<file path="src/rtl/mem_stage_if.sv">
// -----------------------------------------------------------------------------
// mem_stage_if -- data-memory request/response bus between the MEM pipeline
// stage and the data memory.
//
// Signals:
//   mem_req_o    stage -> mem  request valid (held until acknowledged)
//   mem_we_o     stage -> mem  1 = write, 0 = read (valid with mem_req_o)
//   mem_addr_o   stage -> mem  byte address (valid with mem_req_o)
//   mem_wdata_o  stage -> mem  store data (valid with mem_req_o)
//   mem_ack_i    mem -> stage  one-cycle completion pulse
//   mem_rdata_i  mem -> stage  read data, valid in the mem_ack_i cycle
//
// Modports: master = pipeline stage side, slave = memory side.
// -----------------------------------------------------------------------------
interface mem_stage_if;
    logic        mem_req_o;
    logic        mem_we_o;
    logic [31:0] mem_addr_o;
    logic [31:0] mem_wdata_o;
    logic        mem_ack_i;
    logic [31:0] mem_rdata_i;

    modport master (
        output mem_req_o,
        output mem_we_o,
        output mem_addr_o,
        output mem_wdata_o,
        input  mem_ack_i,
        input  mem_rdata_i
    );

    modport slave (
        input  mem_req_o,
        input  mem_we_o,
        input  mem_addr_o,
        input  mem_wdata_o,
        output mem_ack_i,
        output mem_rdata_i
    );
endinterface

</file>
<file path="src/rtl/mem_stage.sv">
// -----------------------------------------------------------------------------
// mem_stage -- MEM pipeline stage with a two-state (IDLE/BUSY) data-memory
// handshake and the MEM/WB pipeline register.
//
// A load/store seen in IDLE is captured into request registers and the stage
// moves to BUSY, where mem_req_o is held until mem_ack_i. The upstream pipeline
// is stalled (stall_o, combinational) for every cycle except the completing
// one; each stalled edge inserts a bubble into MEM/WB.
//
// Optional feature (macro MEM_STAGE_TIMEOUT_EN): a BUSY watchdog that abandons
// the access after TIMEOUT_CYCLES unacknowledged cycles, returns 32'hDEADBEEF
// for reads and sets the sticky err_o flag. Without the macro BUSY waits
// indefinitely and err_o is constant 0.
//
// Parameters:
//   TIMEOUT_CYCLES  max BUSY cycles waiting for mem_ack_i (watchdog only)
// Ports:
//   clk_i        clock, rising edge
//   rst_i        asynchronous reset, active low
//   WB_i         writeback controls from EX/MEM
//   M_i          memory controls from EX/MEM; [1]=MemRead, [0]=MemWrite
//   addr_i       ALU result / byte address from EX/MEM
//   data_i       store data from EX/MEM
//   rd_i         destination register from EX/MEM
//   mem_bus      data-memory bus (master side)
//   stall_o      1 = upstream stages must hold
//   WB_o, rdata_o, alu_o, rd_o   MEM/WB register outputs
//   err_o        sticky memory-timeout flag
// -----------------------------------------------------------------------------
module mem_stage #(
    parameter int unsigned TIMEOUT_CYCLES = 16
) (
    input  logic        clk_i,
    input  logic        rst_i,
    input  logic [1:0]  WB_i,
    input  logic [1:0]  M_i,
    input  logic [31:0] addr_i,
    input  logic [31:0] data_i,
    input  logic [4:0]  rd_i,
    mem_stage_if.master mem_bus,
    output logic        stall_o,
    output logic [1:0]  WB_o,
    output logic [31:0] rdata_o,
    output logic [31:0] alu_o,
    output logic [4:0]  rd_o,
    output logic        err_o
);

    // The watchdog counter width is derived from TIMEOUT_CYCLES-1.
    if (TIMEOUT_CYCLES < 2) begin : g_bad_param
        $error("mem_stage: TIMEOUT_CYCLES must be at least 2");
    end

    typedef enum logic {
        IDLE,
        BUSY
    } state_t;

    state_t      r_state;
    logic        r_req;
    logic        r_we;
    logic [31:0] r_addr;
    logic [31:0] r_wdata;

    logic        w_access;
    logic        w_timeout;
    logic        w_done;
    logic [31:0] w_rdata_next;

`ifdef MEM_STAGE_TIMEOUT_EN
    localparam int unsigned CNT_W = $clog2(TIMEOUT_CYCLES);

    logic [CNT_W-1:0] r_tmo_cnt;
    logic             r_err;

    assign w_timeout = (r_state == BUSY) && !mem_bus.mem_ack_i
                       && (r_tmo_cnt == CNT_W'(TIMEOUT_CYCLES - 1));
    assign err_o     = r_err;
`else
    assign w_timeout = 1'b0;
    assign err_o     = 1'b0;
`endif

    // M_i = 2'b11 counts as an access; the write bit decides direction.
    assign w_access = (M_i != 2'b00);
    assign w_done   = (r_state == BUSY) && (mem_bus.mem_ack_i || w_timeout);

    always_comb begin
        stall_o = 1'b0;
        if (r_state == IDLE) begin
            stall_o = w_access;
        end else begin
            stall_o = !(mem_bus.mem_ack_i || w_timeout);
        end
    end

    // Read data for the MEM/WB register on a non-stalled edge; writes and
    // non-memory instructions load zero.
    always_comb begin
        w_rdata_next = '0;
        if ((r_state == BUSY) && !r_we) begin
            if (mem_bus.mem_ack_i) begin
                w_rdata_next = mem_bus.mem_rdata_i;
            end else if (w_timeout) begin
                w_rdata_next = 32'hDEAD_BEEF;
            end
        end
    end

    always_ff @(posedge clk_i or negedge rst_i) begin
        if (!rst_i) begin
            r_state   <= IDLE;
            r_req     <= 1'b0;
            r_we      <= 1'b0;
            r_addr    <= '0;
            r_wdata   <= '0;
            WB_o      <= '0;
            rdata_o   <= '0;
            alu_o     <= '0;
            rd_o      <= '0;
`ifdef MEM_STAGE_TIMEOUT_EN
            r_tmo_cnt <= '0;
            r_err     <= 1'b0;
`endif
        end else begin
            // MEM/WB register: bubble whenever upstream is held.
            if (stall_o) begin
                WB_o    <= '0;
                rdata_o <= '0;
                alu_o   <= '0;
                rd_o    <= '0;
            end else begin
                WB_o    <= WB_i;
                rdata_o <= w_rdata_next;
                alu_o   <= addr_i;
                rd_o    <= rd_i;
            end

            if (r_state == IDLE) begin
                // mem_ack_i is deliberately not looked at here.
                if (w_access) begin
                    r_state   <= BUSY;
                    r_req     <= 1'b1;
                    r_we      <= M_i[0];
                    r_addr    <= addr_i;
                    r_wdata   <= data_i;
`ifdef MEM_STAGE_TIMEOUT_EN
                    r_tmo_cnt <= '0;
`endif
                end
            end else begin
                if (w_done) begin
                    r_state <= IDLE;
                    r_req   <= 1'b0;
                end
`ifdef MEM_STAGE_TIMEOUT_EN
                else begin
                    r_tmo_cnt <= r_tmo_cnt + 1'b1;
                end
                if (w_timeout) begin
                    r_err <= 1'b1;
                end
`endif
            end
        end
    end

    assign mem_bus.mem_req_o   = r_req;
    assign mem_bus.mem_we_o    = r_we;
    assign mem_bus.mem_addr_o  = r_addr;
    assign mem_bus.mem_wdata_o = r_wdata;

endmodule

</file>
<file path="src/flat_wrapper.sv">
// flat-port wrapper written by rule: the top's interface ports become plain ports
module mem_stage_flat 
#(
    parameter int unsigned TIMEOUT_CYCLES = 16
)
  (clk_i, rst_i, WB_i, M_i, addr_i, data_i, rd_i, stall_o, WB_o, rdata_o, alu_o, rd_o, err_o, mem_bus_mem_req_o, mem_bus_mem_we_o, mem_bus_mem_addr_o, mem_bus_mem_wdata_o, mem_bus_mem_ack_i, mem_bus_mem_rdata_i);
  mem_stage_if mem_bus_i ();
  input  logic clk_i;
  input  logic rst_i;
  input  logic [1:0] WB_i;
  input  logic [1:0] M_i;
  input  logic [31:0] addr_i;
  input  logic [31:0] data_i;
  input  logic [4:0] rd_i;
  output logic stall_o;
  output logic [1:0] WB_o;
  output logic [31:0] rdata_o;
  output logic [31:0] alu_o;
  output logic [4:0] rd_o;
  output logic err_o;
  output wire logic [$bits(mem_bus_i.mem_req_o)-1:0] mem_bus_mem_req_o;
  output wire logic [$bits(mem_bus_i.mem_we_o)-1:0] mem_bus_mem_we_o;
  output wire logic [$bits(mem_bus_i.mem_addr_o)-1:0] mem_bus_mem_addr_o;
  output wire logic [$bits(mem_bus_i.mem_wdata_o)-1:0] mem_bus_mem_wdata_o;
  input wire logic [$bits(mem_bus_i.mem_ack_i)-1:0] mem_bus_mem_ack_i;
  input wire logic [$bits(mem_bus_i.mem_rdata_i)-1:0] mem_bus_mem_rdata_i;
  assign mem_bus_mem_req_o = mem_bus_i.mem_req_o;
  assign mem_bus_mem_we_o = mem_bus_i.mem_we_o;
  assign mem_bus_mem_addr_o = mem_bus_i.mem_addr_o;
  assign mem_bus_mem_wdata_o = mem_bus_i.mem_wdata_o;
  assign mem_bus_i.mem_ack_i = mem_bus_mem_ack_i;
  assign mem_bus_i.mem_rdata_i = mem_bus_mem_rdata_i;
  mem_stage #(.TIMEOUT_CYCLES(TIMEOUT_CYCLES)) u_core (.clk_i(clk_i), .rst_i(rst_i), .WB_i(WB_i), .M_i(M_i), .addr_i(addr_i), .data_i(data_i), .rd_i(rd_i), .mem_bus(mem_bus_i), .stall_o(stall_o), .WB_o(WB_o), .rdata_o(rdata_o), .alu_o(alu_o), .rd_o(rd_o), .err_o(err_o));
endmodule
</file>
<file path="config.mk">
export PLATFORM = sky130hd
export DESIGN_NAME = mem_stage_flat
export DESIGN_NICKNAME = d
export VERILOG_FILES = /design/src/rtl/mem_stage_if.sv /design/src/rtl/mem_stage.sv /design/src/flat_wrapper.sv
export SDC_FILE = /design/constraint.sdc
export NUM_CORES = 1
export LEC_CHECK = 0
export ABC_AREA = 1
export CAP_MARGIN = 10
export CORE_ASPECT_RATIO = 1.5
export CORE_UTILIZATION = 40
export DETAILED_ROUTE_END_ITERATION = 8
export PLACE_DENSITY = 0.74
export SKIP_LAST_GASP = 1
export SYNTH_ARGS = -nofsm -noshare
export SYNTH_HDL_FRONTEND = slang
export SYNTH_SLANG_ARGS = --single-unit
</file>
<file path="constraint.sdc">
create_clock -name clk_i -period 1.28 [get_ports clk_i]
set_input_delay 0.128 -clock clk_i [delete_from_list [all_inputs] [get_ports clk_i]]
set_output_delay 0.128 -clock clk_i [all_outputs]
set_load 0.02 [all_outputs]
</file>
==> reports/results.ini <==
[status]
status=finished, violations left
violations_in_the_final_reports=negative setup slack

[timing]
fmaxAchievable_ghz=0.7478
grt_setup_unrepaired=true
clock_skew_ns=0.007746
setup_viol_count_final=4
total_neg_setup_slack_ns=-0.1016
drv_slew=0
setup_ws_ns=-0.05718
hold_violations=0
period_minus_slack_ns=1.337
final.period_utilization_pct=104.5
worst_hold_slack_after_final_layout_ns=0.1623

[final_layout]
post_route_cells_drive_above_1_share_pct=12.92
fillers=1054
area.growth.synth_to_final_pct=60.82
fin_nets=846
number_of_antenna_repair_diodes=0
seqCellArea_mm2=0.003453
multi_input_comb_area_mm2=0.001520
final_core_utilization_pct=65.94

[die]
die_w_um=96.09
top_level_ports=247
starting_density_of_the_core_pct=41.00
placementRows=51
die_h_um=143.1
core_mm2=0.01295
dieArea_mm2=0.01375

[route]
via_per_inst=4.803
drc=0
iteration_0_drc_count_of_the_detailed_router=212
ant_nets=0
routed_wirelength_um=14930
routed_wire_length_per_instance_um=16.41
via_total_after_detailed_routing=4371
firstDrtPassIters=4

[yosys]
synth_edf_count=0
yosys_most_used_dff=sky130_fd_sc_hd__dfrtp_1
share_of_flip_flops_with_an_asynchronous_set_or_reset_pct=100.0
yosysTopAreaCellShare_pct=65.02
dominant_cell_by_count_in_the_synthesized_netlist=sky130_fd_sc_hd__dfrtp_1
mappedNetlistNets=591
synth_top_cells_by_count=138 x sky130_fd_sc_hd__dfrtp_1, 131 x sky130_fd_sc_hd__nand2_1, 66 x sky130_fd_sc_hd__nand3_1
synth.area.top_cells=sky130_fd_sc_hd__dfrtp_1 65%, sky130_fd_sc_hd__nand2_1 9.3%, sky130_fd_sc_hd__nor2_4 6.4%
synthCells=483
ys_warn_count=0
postSynthAreaPerCell_um2=11.00
yosysSeqAreaShare_pct=65.02
yosys.cell_types.count=20
netlist_area_mm2=0.005311
synth.ff_latch_count=138
synth_largest_area_cell=sky130_fd_sc_hd__dfrtp_1

[global_routing]
grt_start_max_net_pins=67
total_routing_usage_reported_by_global_routing_pct=22.33
initial_antenna_violation_count=0
grt_remaining_overflow=0
grt_pass1_wl_um=22800
first_global_vias=4489

[clock_tree]
htree_num_levels=4
ctsRootBufferMaster=sky130_fd_sc_hd__clkbuf_16
clk_transition_reported_paths_ns=0.06
cts_buffer_depth=2
numCtsBuffers=17
cts_num_sinks=138
cts_tree=yes
clock_insertion_delay_worst_skew_ns=0.41

[worst_setup_path]
crit_required_ns=1.15
critPathMaxFanout=5
start_kind=flip-flop
worst_setup_path_end_kind=output port
timing_worst_setup_path_type=flip-flop to output port
critical_path_arrival_ns=1.21

[pwr]
total_power_divided_by_cell_area_mw_per_mm2=1832
p_total_mw=15.65
ir_drop_mv=1.290
p_leak_nw=4.493

[place]
place_worst_setup_slack_ns=-0.3850
buffer_ports.inserted=245
routabilityCongestion=0.7142
detailed_place_hpwl_um=10390

[flow_run]
maxcap_viol_count=0

[min_path]
hold_path.class=primary input to async pin

-- metal layers --
layer	global-route usage (%)	wire length (um)	up-vias
met2	39.08	8011	196
met3	6.976	1267	25
met1	24.31	5306	2126
li1	-	-	2024
met4	9.662	345	0
met5	0	0	-
-- cells in the final DEF, fill, tap and decap left out, drive strengths merged --
cell type      count
a21boi            39
a21oi              1
buf               24
bufinv             2
clkbuf            22
clkdlybuf4s15     24
clkdlybuf4s50    106
clkinv             4
clkinvlp           5
conb               1
dfrtp            138
dlygate4sd2      112
dlygate4sd3        1
inv               39
nand2            132
nand3             66
nor2              32
o21ai              2
or2                1
-- power by group --
part	internal [mW]	total [mW]	switching, mW
logic	2.00	5.10	3.10
registers	5.33	5.78	0.452
clock network	2.88	4.77	1.88
-- state kept, by name, indices dropped and copies added (netlist names) --
name                        cells
u_core.mem_bus.mem_addr_o      32
u_core.alu_o                   32
u_core.r_state                  1
u_core.rdata_o                 32
u_core.mem_bus.mem_req_o        1
u_core.mem_bus.mem_we_o         1
u_core.WB_o                     2
u_core.rd_o                     5
u_core.mem_bus.mem_wdata_o     32
-- worst max-delay path: stages (launching register included) --
cell and delay (ns):
sky130_fd_sc_hd__dfrtp_1 0.40, sky130_fd_sc_hd__inv_4 0.11, sky130_fd_sc_hd__o21ai_4 0.07, sky130_fd_sc_hd__o21ai_2 0.08, sky130_fd_sc_hd__buf_6 0.14
-- final timing paths --
path | endpoint | cells after the start | slack [ns] | from
max in group asynchronous | u_core.alu_o[20] | 3 | 0.54 | rst_i
min in group clk_i | u_core.rdata_o[31] | 3 | 0.24 | mem_bus_mem_rdata_i[31]
worst min-delay path | u_core.rdata_o[25] | 2 | 0.16 | rst_i
worst min register to register | u_core.mem_bus.mem_addr_o[16] | 2 | 0.46 | u_core.mem_bus.mem_addr_o[16]
worst max-delay path | stall_o | 4 | -0.06 | u_core.r_state
worst max register to register | u_core.mem_bus.mem_wdata_o[2] | 4 | -0.02 | u_core.r_state
-- layout make-up --
| class | instances | share of cell area, % |
|---|---|---|
| sequential | 138 | 40.43 |
| timing repair buffer | 270 | 31.01 |
| multi-input combinational | 274 | 17.80 |
| clock buffer | 19 | 5.068 |
| tap | 159 | 2.329 |
| clock inverter | 13 | 1.714 |
| inverter | 37 | 1.655 |
-- cell families after synthesis --
logic type / share of synthesized area, %
flip-flops: 65.02
buffers and inverters: 6.832
other: 0.07060
AO/OA/AOI/OAI: 5.866
AND/OR/NAND/NOR: 22.21
-- timing repair --
action,in CTS,in global routing
gates cloned,0,1
gates resized for setup,141,36
buffers inserted,0,2
hold buffers,1,0
hold endpoints to repair,138,0
endpoints found under the setup margin,243,130
-- per-stage QoR --
stage,cell area [um^2],instances
final,8542,910
after global placement,8028,874
after floorplan,5311,483
after detailed placement,8028,874
after CTS,8448,907
after global routing,8542,910
No activity file was read; power rests on OpenSTA's default activity.
